[config.mk]
export PLATFORM = sky130hd
export DESIGN_NAME = branch_resolution_unit
export DESIGN_NICKNAME = d
export VERILOG_FILES = /design/src/rtl/branch_resolution_unit.sv
export SDC_FILE = /design/constraint.sdc
export NUM_CORES = 1
export LEC_CHECK = 0
export CAP_MARGIN = 30
export CORE_UTILIZATION = 35
export CTS_CLUSTER_DIAMETER = 80
export CTS_CLUSTER_SIZE = 8
export DETAILED_ROUTE_END_ITERATION = 10
export PLACE_DENSITY = 0.82
export SLEW_MARGIN = 20
export SYNTH_ARGS = -nofsm -noshare
export SYNTH_HDL_FRONTEND = slang
export SYNTH_SLANG_ARGS = --single-unit
[constraint.sdc]
create_clock -name clk -period 2.8 [get_ports clk]
set_input_delay 0.28 -clock clk [delete_from_list [all_inputs] [get_ports clk]]
set_output_delay 0.28 -clock clk [all_outputs]
set_load 0.02 [all_outputs]
[src/rtl/branch_resolution_unit.sv]
// Resolves EX-stage beq/bne and issues a registered PC redirect, then flushes IF/ID.
// Optional saturating branch statistics are enabled with the BRU_STATS_EN macro.
module branch_resolution_unit #(
  parameter int ADDR_W       = 32,
  parameter int FLUSH_CYCLES = 2,
  parameter int STAT_W       = 16
) (
  input  logic              clk,
  input  logic              rst_n,
  input  logic              ex_valid,
  input  logic              ex_branch,
  input  logic              ex_bne,
  input  logic              zero,
  input  logic [ADDR_W-1:0] branch_target,
  input  logic              pc_ready,
  output logic              redirect_valid,
  output logic [ADDR_W-1:0] redirect_pc,
  output logic              flush,
  output logic              stall_ex,
  output logic [STAT_W-1:0] taken_count,
  output logic [STAT_W-1:0] branch_count
);

  // state    | meaning
  // S_IDLE   | evaluating EX branches each cycle
  // S_REDIR  | redirect_valid held until fetch accepts it
  // S_FLUSH  | squashing IF/ID for FLUSH_CYCLES cycles
  typedef enum logic [1:0] {S_IDLE, S_REDIR, S_FLUSH} state_t;

  localparam logic [3:0] FLUSH_INIT = 4'(FLUSH_CYCLES - 1);

  state_t     state;
  logic [3:0] flush_cnt;
  logic       branch_seen;
  logic       take;

  assign branch_seen = ex_valid & ex_branch;
  // The flag terms are masked by branch_seen, so X on them never reaches state.
  assign take        = branch_seen & (zero ^ ex_bne);

  always_ff @(posedge clk or negedge rst_n) begin
    if (!rst_n) begin
      state          <= S_IDLE;
      redirect_valid <= 1'b0;
      redirect_pc    <= '0;
      flush          <= 1'b0;
      stall_ex       <= 1'b0;
      flush_cnt      <= '0;
    end else begin
      case (state)
        S_IDLE: begin
          if (take) begin
            redirect_pc    <= branch_target;
            redirect_valid <= 1'b1;
            stall_ex       <= 1'b1;
            state          <= S_REDIR;
          end
        end
        S_REDIR: begin
          if (pc_ready) begin
            redirect_valid <= 1'b0;
            flush          <= 1'b1;
            flush_cnt      <= FLUSH_INIT;
            state          <= S_FLUSH;
          end
        end
        S_FLUSH: begin
          if (flush_cnt != 4'd0) begin
            flush_cnt <= flush_cnt - 4'd1;
          end else begin
            flush    <= 1'b0;
            stall_ex <= 1'b0;
            state    <= S_IDLE;
          end
        end
        default: begin
          redirect_valid <= 1'b0;
          flush          <= 1'b0;
          stall_ex       <= 1'b0;
          state          <= S_IDLE;
        end
      endcase
    end
  end

`ifdef BRU_STATS_EN
  logic [STAT_W-1:0] taken_q;
  logic [STAT_W-1:0] branch_q;

  always_ff @(posedge clk or negedge rst_n) begin
    if (!rst_n) begin
      taken_q  <= '0;
      branch_q <= '0;
    end else if (state == S_IDLE) begin
      if (branch_seen && !(&branch_q)) branch_q <= branch_q + 1'b1;
      if (take && !(&taken_q))         taken_q  <= taken_q + 1'b1;
    end
  end

  assign taken_count  = taken_q;
  assign branch_count = branch_q;
`else
  assign taken_count  = '0;
  assign branch_count = '0;
`endif

endmodule
Word-level counts from Yosys, hierarchy flattened. Cells that the tools add are included.

Reductions and logical operators: 9. Add/subtract/negate cells: 1. Multiplexer cells: 14. Equality and inequality tests: 6. Bitwise operators: 6.

Operator list (number): $reduce_and A3 Y1 (5); $pmux W1 S3 (3); $mux W4 (2); $ne A2 B2 Y1 const B (4); $pmux W4 S2 (1); $mux W2 (3); $pmux W2 S3 (1); $mux W1 (4); $reduce_bool A4 Y1 (1); $sub A4 B1 Y4 const B (1); $not A1 Y1 (3); $and A1 B1 Y1 (2); $eq A2 B1 Y1 const B (1); $eq A2 B2 Y1 const B (1); $logic_not A2 Y1 (1); $reduce_and A2 Y1 (1); $reduce_bool A2 Y1 (1); $xor A1 B1 Y1 (1).

Bits of input ports: 39. Output and inout port bits: 67. Word-level logic and storage cells: 42. Bits in registers: 41.

Depth between registers and ports, before layout. Gate-level depths: netlist of run 1.

Depth after elaboration: 4. Gate-level depth with buffers: 5. Mapped depth without buffers: 5.

Worst setup path after synthesis of run 1. Ideal clock, no wire load.

Kind: reg-to-reg. Start: register flush_cnt[0]. End: register flush_cnt[1]. Clock period less this slack: 1.533 ns. Data required time: 2.696 ns. Buffers on the path: 0. Data arrival time: 1.430 ns. Stages on the path, launching flop included: 6. Slack: 1.267 ns. Cell sequence: dfrtp_1 -> inv_1 -> ha_1 -> or3b_2 -> and3_1 -> a221oi_1.

Cells in the longest elaborated chain, start to end: 3. Elaborated cells on any way between the ends: 6. Classes of those cells: add/sub: 1; eq/ne: 1; mux: 2; reduce/logical: 2.

RTL lines: start, declared (line 33) `logic [3:0] flush_cnt;`; start signal, assigned (line 69) `flush_cnt <= flush_cnt - 4'd1;`; $sub A4 B1 Y4 or $reduce_bool A4 Y1 (tied branches) (line 69, 68); $mux W4 or $ne A2 B2 Y1 (tied branches); $pmux W4 S2 or $reduce_and A3 Y1 (tied branches).

Parallel ways exist; a longest one is shown, timed or not. The select of a mux whose other input is x is not followed. A chain may end at the register's enable or synchronous reset.

Worst setup path after layout of run 1.
Start: input port ex_bne. End: register redirect_pc[14].

Cells in the longest elaborated chain, start to end: 3.

RTL lines: start, declared (line 12) `input logic ex_bne,`; $xor A1 B1 Y1 (line 39) `assign take = branch_seen & (zero ^ ex_bne);`; $and A1 B1 Y1 (line 39); $reduce_and A2 Y1 (no source line); end signal, assigned (line 53) `redirect_pc <= branch_target;`; end, declared (line 17) `output logic [ADDR_W-1:0] redirect_pc,`.

No other way between the ends.

==> impl_metrics.csv, run 1 <==
group,metric,value,unit
yosys,ys_types,32,
yosys,synth_area,0.00205,mm^2
yosys,synth_compound_area_frac,0.0495,
drt,dr_total_vias,1291,
yosys,yosysSeqAreaShare,0.501,
critical_path,reg2regPathDepth,4,
cells_and_area,layout-drive-gt1-share,0.202,
sta,fmax,540,MHz
sta,hold_viol,0,
drt,viasPerCell,4.30,
yosys,synth_seq_cells,41,
floorplanning,fp.dieH,78.5,um
drt,dr.pass1.iters,4,
power_and_ir_drop,p_leak,1.35,nW
drt,totalWireLength,3750,um
clocking,clkSinkCount,41,
sta,final-setup-viol-count,0,
critical_path,start_kind,"input pin",
cells_and_area,stdcell_count,300,
placed_design,placed_area,0.00272,mm^2
power_and_ir_drop,power,3.10,mW
clocking,clk_latency,0.29,ns
placed_design,port_buffers,73,
power_and_ir_drop,powerDensity,1080,mW/mm^2
clocking,cts_inserted_buffers,5,
global_route,antenna_found_initial,0,
yosys,yosys.cell_count.top_type,"dfrtp_1",
sta,fin_crit,1.85,ns
clocking,cts_root_buf,"clkbuf_8",
global_route,grt_pass1_wl,6120,um
floorplanning,die_x,78.5,um
yosys,synthFlopType,"dfrtp_1",
sta,period_share,0.661,
drt,wl_per_cell,12.5,um
critical_path,timing.rr.start,"state[0]",
sta,fin_ws,0.949,ns
global_route,grt_use_total,0.127,
clocking,cts_tree,"built",
critical_path,rrSetupSlack,0.98,ns
yosys,synth.mux.area_fraction,0.227,
floorplanning,num_rows,27,
yosys,synth_common_cells,"dfrtp_1 (41), buf_4 (32), mux2_4 (28)",
placed_design,dpl.hpwl,2710,um
cells_and_area,finalCoreUtilization,0.514,
placed_design,globalplace.congestion,0.757,
global_route,grt_overflow,0,
cells_and_area,diodes,0,
sta,tns,0,ns
sta,finClkSkew,0.00570,ns
clocking,clkSlewWorstSetupHoldPaths,0.08,ns
cells_and_area,final_cell_area,0.00286,mm^2
clocking,clockBufferDepth,2,
global_route,grt_max_degree,42,
floorplanning,ios,106,
yosys,yosys_warnings,0,
critical_path,worst-path-max-fanout,21,
critical_path,startpoint,"ex_bne",
critical_path,critPathKind,"in2reg",
critical_path,worstPathRequired,2.97,ns
critical_path,cp_data_arrival_time,2.03,ns
floorplanning,initial_utilization,0.368,
global_route,grt_pass1_vias,1230,
placed_design,place_worst_setup_slack,0.606,ns
floorplanning,coreArea,0.00557,mm^2
drt,detail-route-antenna-nets,0,
critical_path,cp-end-kind,"flip-flop",
yosys,synthCells,150,
power_and_ir_drop,ir_drop,0.462,mV
yosys,synth_edf_count,0,
sta,drv_slew,0,
yosys,synth_fa_ha_area_frac,0.0122,
outcome,status,"finished, final reports clean",
run,maxCapViolations,0,
sta,rsz0062_at_grt,"no",
drt,drtIter0Drc,18,
yosys,synthXorXnorAreaFrac,0.00427,
yosys,synth_top_area_frac,0.501,
clocking,cts_max_level,2,
sta,timing.hold.ws,0.455,ns
floorplanning,design.die.area,0.00617,mm^2
yosys,yosysTopAreaCell,"dfrtp_1",
cells_and_area,area_growth,39.7,%
yosys,synth_top_family_by_area,"multiplexers",
yosys,synthTopCellsByArea,"dfrtp_1 (50%), mux2_4 (21%), buf_4 (12%), mux2_2 (2.2%), buf_6 (1.6%)",
yosys,synth.avg_cell_area,13.7,um^2
min_path,hp-class,"in2async",
yosys,synth-simple-area-share,0.0592,
cells_and_area,nNetsFinal,268,
placed_design,dp_cells,290,
drt,drc,0,
yosys,synthArstFlopShare,1.00,
state kept, by name (all words and copies together), names as in the netlist:
signal	count
flush_cnt	4
redirect_valid	1
flush	1
state	2
stall_ex	1
redirect_pc	32
kinds of logic after synthesis:
group,count (synthesis)
multiplexers,32
adder cells (fa/ha/maj),2
buffers and inverters,41
AO/OA/AOI/OAI,14
XOR/XNOR,1
flip-flops,41
other,1
AND/OR/NAND/NOR,18
worst max-delay path, cell delays in order:
cell,delay [ns]
clkdlybuf4s50_1,0.47
xor2_1,0.27
nand4_4,0.37
buf_12,0.31
mux2_4,0.30
where the power goes:
| part | leakage [nW] | internal [mW] | switching [mW] |
|---|---|---|---|
| Clock | 0.0543 | 0.267 | 0.213 |
| Sequential | 0.488 | 0.885 | 0.195 |
| Combinational | 0.809 | 0.872 | 0.666 |
path summary, 6_finish.rpt:
path,endpoint
max,redirect_pc[14]
min,redirect_pc[25]
max reg2reg,redirect_pc[14]
min reg2reg,redirect_valid
max in group asynchronous,redirect_pc[12]
min in group clk,redirect_valid
final cells by class:
type                            count  area (um^2)
Fill cell                         501         2710
Sequential cell                    41         1030
Multi-Input combinational cell     99          842
Timing Repair Buffer               76          776
Tap cell                           72         90.1
Clock buffer                        5         68.8
Clock inverter                      3         46.3
Inverter                            4         15.0
what timing repair did:
action                     CTS  global route
hold buffers                 0             1
setup buffers                0             0
setup endpoints to repair    0             0
hold endpoints to repair     0            15
resized for setup            0             0
per-layer routing:
metal	vias to the layer above	routed length (um)	global-route usage
met2	59	1740	0.191
met1	631	1760	0.177
li1	599	-	-
met5	-	0	0
met4	0	10	0.0278
met3	2	246	0.0430
layout by cell type (no fill, tap or decap):
master,count
dfrtp_1,41
xor2_1,1
a21boi_0,1
or3_1,1
a21bo_2,1
nand4_4,1
nand2_1,4
nand3b_1,1
o41ai_1,2
o211ai_1,2
clkdlybuf4s50_1,72
clkinvlp_4,1
a221oi_1,1
nor2_1,1
nor2b_1,2
ha_1,2
clkinv_4,1
buf_2,1
o21ai_0,3
and3_1,1
clkbuf_8,5
inv_1,4
nand4b_1,1
nand2b_1,3
a21oi_1,2
bufinv_16,1
dlygate4sd3_1,1
a211o_1,1
o32ai_1,1
nor3_1,1
or3b_2,1
nor3b_1,1
mux2_4,28
conb_1,32
mux2_2,4
buf_12,2
(Power assumes the default switching activity.)
==> run 2, diff against run 1 <==
--- a/config.mk
+++ b/config.mk
@@ -10,7 +10,7 @@
 export CTS_CLUSTER_DIAMETER = 80
 export CTS_CLUSTER_SIZE = 8
 export DETAILED_ROUTE_END_ITERATION = 10
-export PLACE_DENSITY = 0.82
+export PLACE_DENSITY = 0.85
 export SLEW_MARGIN = 20
 export SYNTH_ARGS = -nofsm -noshare
 export SYNTH_HDL_FRONTEND = slang
==> constraint.sdc (replaced) <==
create_clock -name clk -period 1.7 [get_ports clk]
set_input_delay 0.17 -clock clk [delete_from_list [all_inputs] [get_ports clk]]
set_output_delay 0.17 -clock clk [all_outputs]
set_load 0.02 [all_outputs]
==> run 2 against run 1 <==
Net effect:
- total power up 66%
- largest power group unchanged
- global-route usage up 0.56 points
- highest routed layer unchanged
- die area did not move
- clock skew is essentially flat
==> impl_metrics.csv, run 2 (same netlist as run 1, synthesis figures left out) <==
group,metric,value,unit
floorplanning,fp.dieH,78.5,um
clocking,post-cts-setup-buffers,0,
drt,totalWireLength,3840,um
cells_and_area,largest_reg_flops,32,
critical_path,worst-path-max-fanout,4,
floorplanning,num_rows,27,
clocking,clkSinkCount,41,
run,maxCapViolations,0,
sta,final-setup-viol-count,0,
sta,drv_slew,0,
clocking,clkSlewWorstSetupHoldPaths,0.08,ns
sta,rsz0062_at_grt,"no",
clocking,cts_root_buf,"clkbuf_8",
sta,period_share,0.949,
cells_and_area,nNetsFinal,272,
floorplanning,initial_utilization,0.368,
cells_and_area,finalCoreUtilization,0.519,
drt,detail-route-antenna-nets,0,
drt,wl_per_cell,12.7,um
floorplanning,coreArea,0.00557,mm^2
global_route,grt_pass1_vias,1377,
sta,fmax,620,MHz
placed_design,globalplace.congestion,0.686,
global_route,grt_use_total,0.133,
cells_and_area,final_common_cell,"clkdlybuf4s50_1",
floorplanning,design.die.area,0.00617,mm^2
outcome,status,"finished, final reports clean",
clocking,clk_latency,0.29,ns
power_and_ir_drop,p_sw,1.79,mW
critical_path,start_kind,"flip-flop",
drt,viasPerCell,4.35,
power_and_ir_drop,clkPwrFrac,0.147,
cells_and_area,reg_top3,"redirect_pc x32, flush_cnt x4, state x2",
drt,dr.pass1.iters,3,
critical_path,rrSetupSlack,0.09,ns
cells_and_area,area_growth,41.3,%
floorplanning,die_x,78.5,um
critical_path,worstPathRequired,1.89,ns
sta,finClkSkew,0.00565,ns
cells_and_area,nFillCells,497,
clocking,cts_tree,"built",
clocking,cts_inserted_buffers,5,
global_route,grt_max_degree,29,
power_and_ir_drop,ir_drop,0.881,mV
sta,fin_crit,1.61,ns
clocking,clockBufferDepth,2,
power_and_ir_drop,power_frac_seq,0.342,
critical_path,cp-end-kind,"flip-flop",
power_and_ir_drop,swShare,0.348,
drt,drtIter0Drc,24,
power_and_ir_drop,p_comb_frac,0.510,
power_and_ir_drop,powerDensity,1780,mW/mm^2
min_path,hp-class,"in2async",
sta,hold_viol,0,
critical_path,critPathKind,"reg2reg",
cells_and_area,largest_register,"redirect_pc",
sta,tns,0,ns
global_route,antenna_found_initial,0,
global_route,grt_overflow,0,
placed_design,dpl.hpwl,2880,um
global_route,grt_pass1_wl,6370,um
drt,dr_total_vias,1319,
cells_and_area,layout-drive-gt1-share,0.225,
power_and_ir_drop,power,5.15,mW
drt,drc,0,
placed_design,port_buffers,73,
power_and_ir_drop,internal-power,3.36,mW
clocking,cts_max_level,2,
cells_and_area,diodes,0,
power_and_ir_drop,p_leak,1.37,nW
critical_path,cp_data_arrival_time,1.80,ns
cells_and_area,layout_common_cells,"clkdlybuf4s50_1 (72), dfrtp_1 (41), conb_1 (32), mux2_4 (28), clkbuf_8 (5)",
floorplanning,ios,106,
[run 2: changes by cell type in the layout (fill, tap and decap cells not counted)]
cell        previous run  this run
clkinv_2               0         1
buf_4                  0         4
clkinvlp_4             1         0
inv_2                  0         2
clkinv_4               1         0
ha_1                   2         1
ha_4                   0         1
inv_1                  4         2
[run 2: power groups by stage]
stage	Sequential, mW	Combinational (mW)	Clock [mW]
4_1_cts	1.76	2.63	0.789
6_report	1.76	2.63	0.758
3_5_place_dp	1.77	2.62	0
2_1_floorplan	2.25	1.03	0
5_1_grt	1.83	2.79	0.823
3_3_place_gp	1.76	2.56	0
[run 2: final cells by class]
type | instances | area [um^2] | area share
clock inverter | 2 | 35.0 | 0.0121
tap | 72 | 90.1 | 0.0311
inverter | 4 | 15.0 | 0.00519
clock buffer | 5 | 68.8 | 0.0238
sequential | 41 | 1030 | 0.354
multi-input combinational | 99 | 855 | 0.295
timing repair buffer | 80 | 806 | 0.278
[run 2: timing repair]
item / in CTS / in global routing
resized for setup: 1 / 3
hold buffers: 1 / 0
endpoints found under the hold margin: 19 / 0
gates cloned: 0 / 0
pin swaps: 0 / 0
setup endpoints to repair: 1 / 1
[run 2: worst paths after layout]
check                                       end  cells past startpoint         startpoint
worst max-delay path               flush_cnt[1]                      5       flush_cnt[0]
worst min-delay path                      flush                      2              rst_n
worst max register to register     flush_cnt[1]                      5       flush_cnt[0]
worst min register to register         stall_ex                      1           stall_ex
max in group asynchronous       redirect_pc[29]                      3              rst_n
min in group clk                redirect_pc[13]                      2  branch_target[13]
[run 2: metrics by stage]
| step | setup WS, ns | hold WS [ns] | cell area [um^2] | cells |
|---|---|---|---|---|
| floorplan | 0.167 | -0.126 | 2170 | 181 |
| global placement | 0.00121 | 0.145 | 2770 | 295 |
| detailed placement | -0.0488 | 0.150 | 2770 | 295 |
| CTS | 0.00533 | 0.369 | 2890 | 303 |
| global route | 0.0161 | 0.411 | 2900 | 303 |
| finish | 0.0862 | 0.349 | 2900 | 303 |
[run 2: critical path, stage by stage (launching register included)]
cell,delay [ns]
dfrtp_1,0.42
inv_2,0.11
ha_4,0.15
or3b_2,0.45
and3_1,0.17
a221oi_1,0.21
[run 2: layer usage]
layer | vias to the layer above | GRT usage | routed length, um
met5 | - | 0 | 0
met4 | 0 | 0.0389 | 14
li1 | 611 | - | -
met2 | 62 | 0.224 | 1930
met3 | 2 | 0.0442 | 246
met1 | 644 | 0.160 | 1640
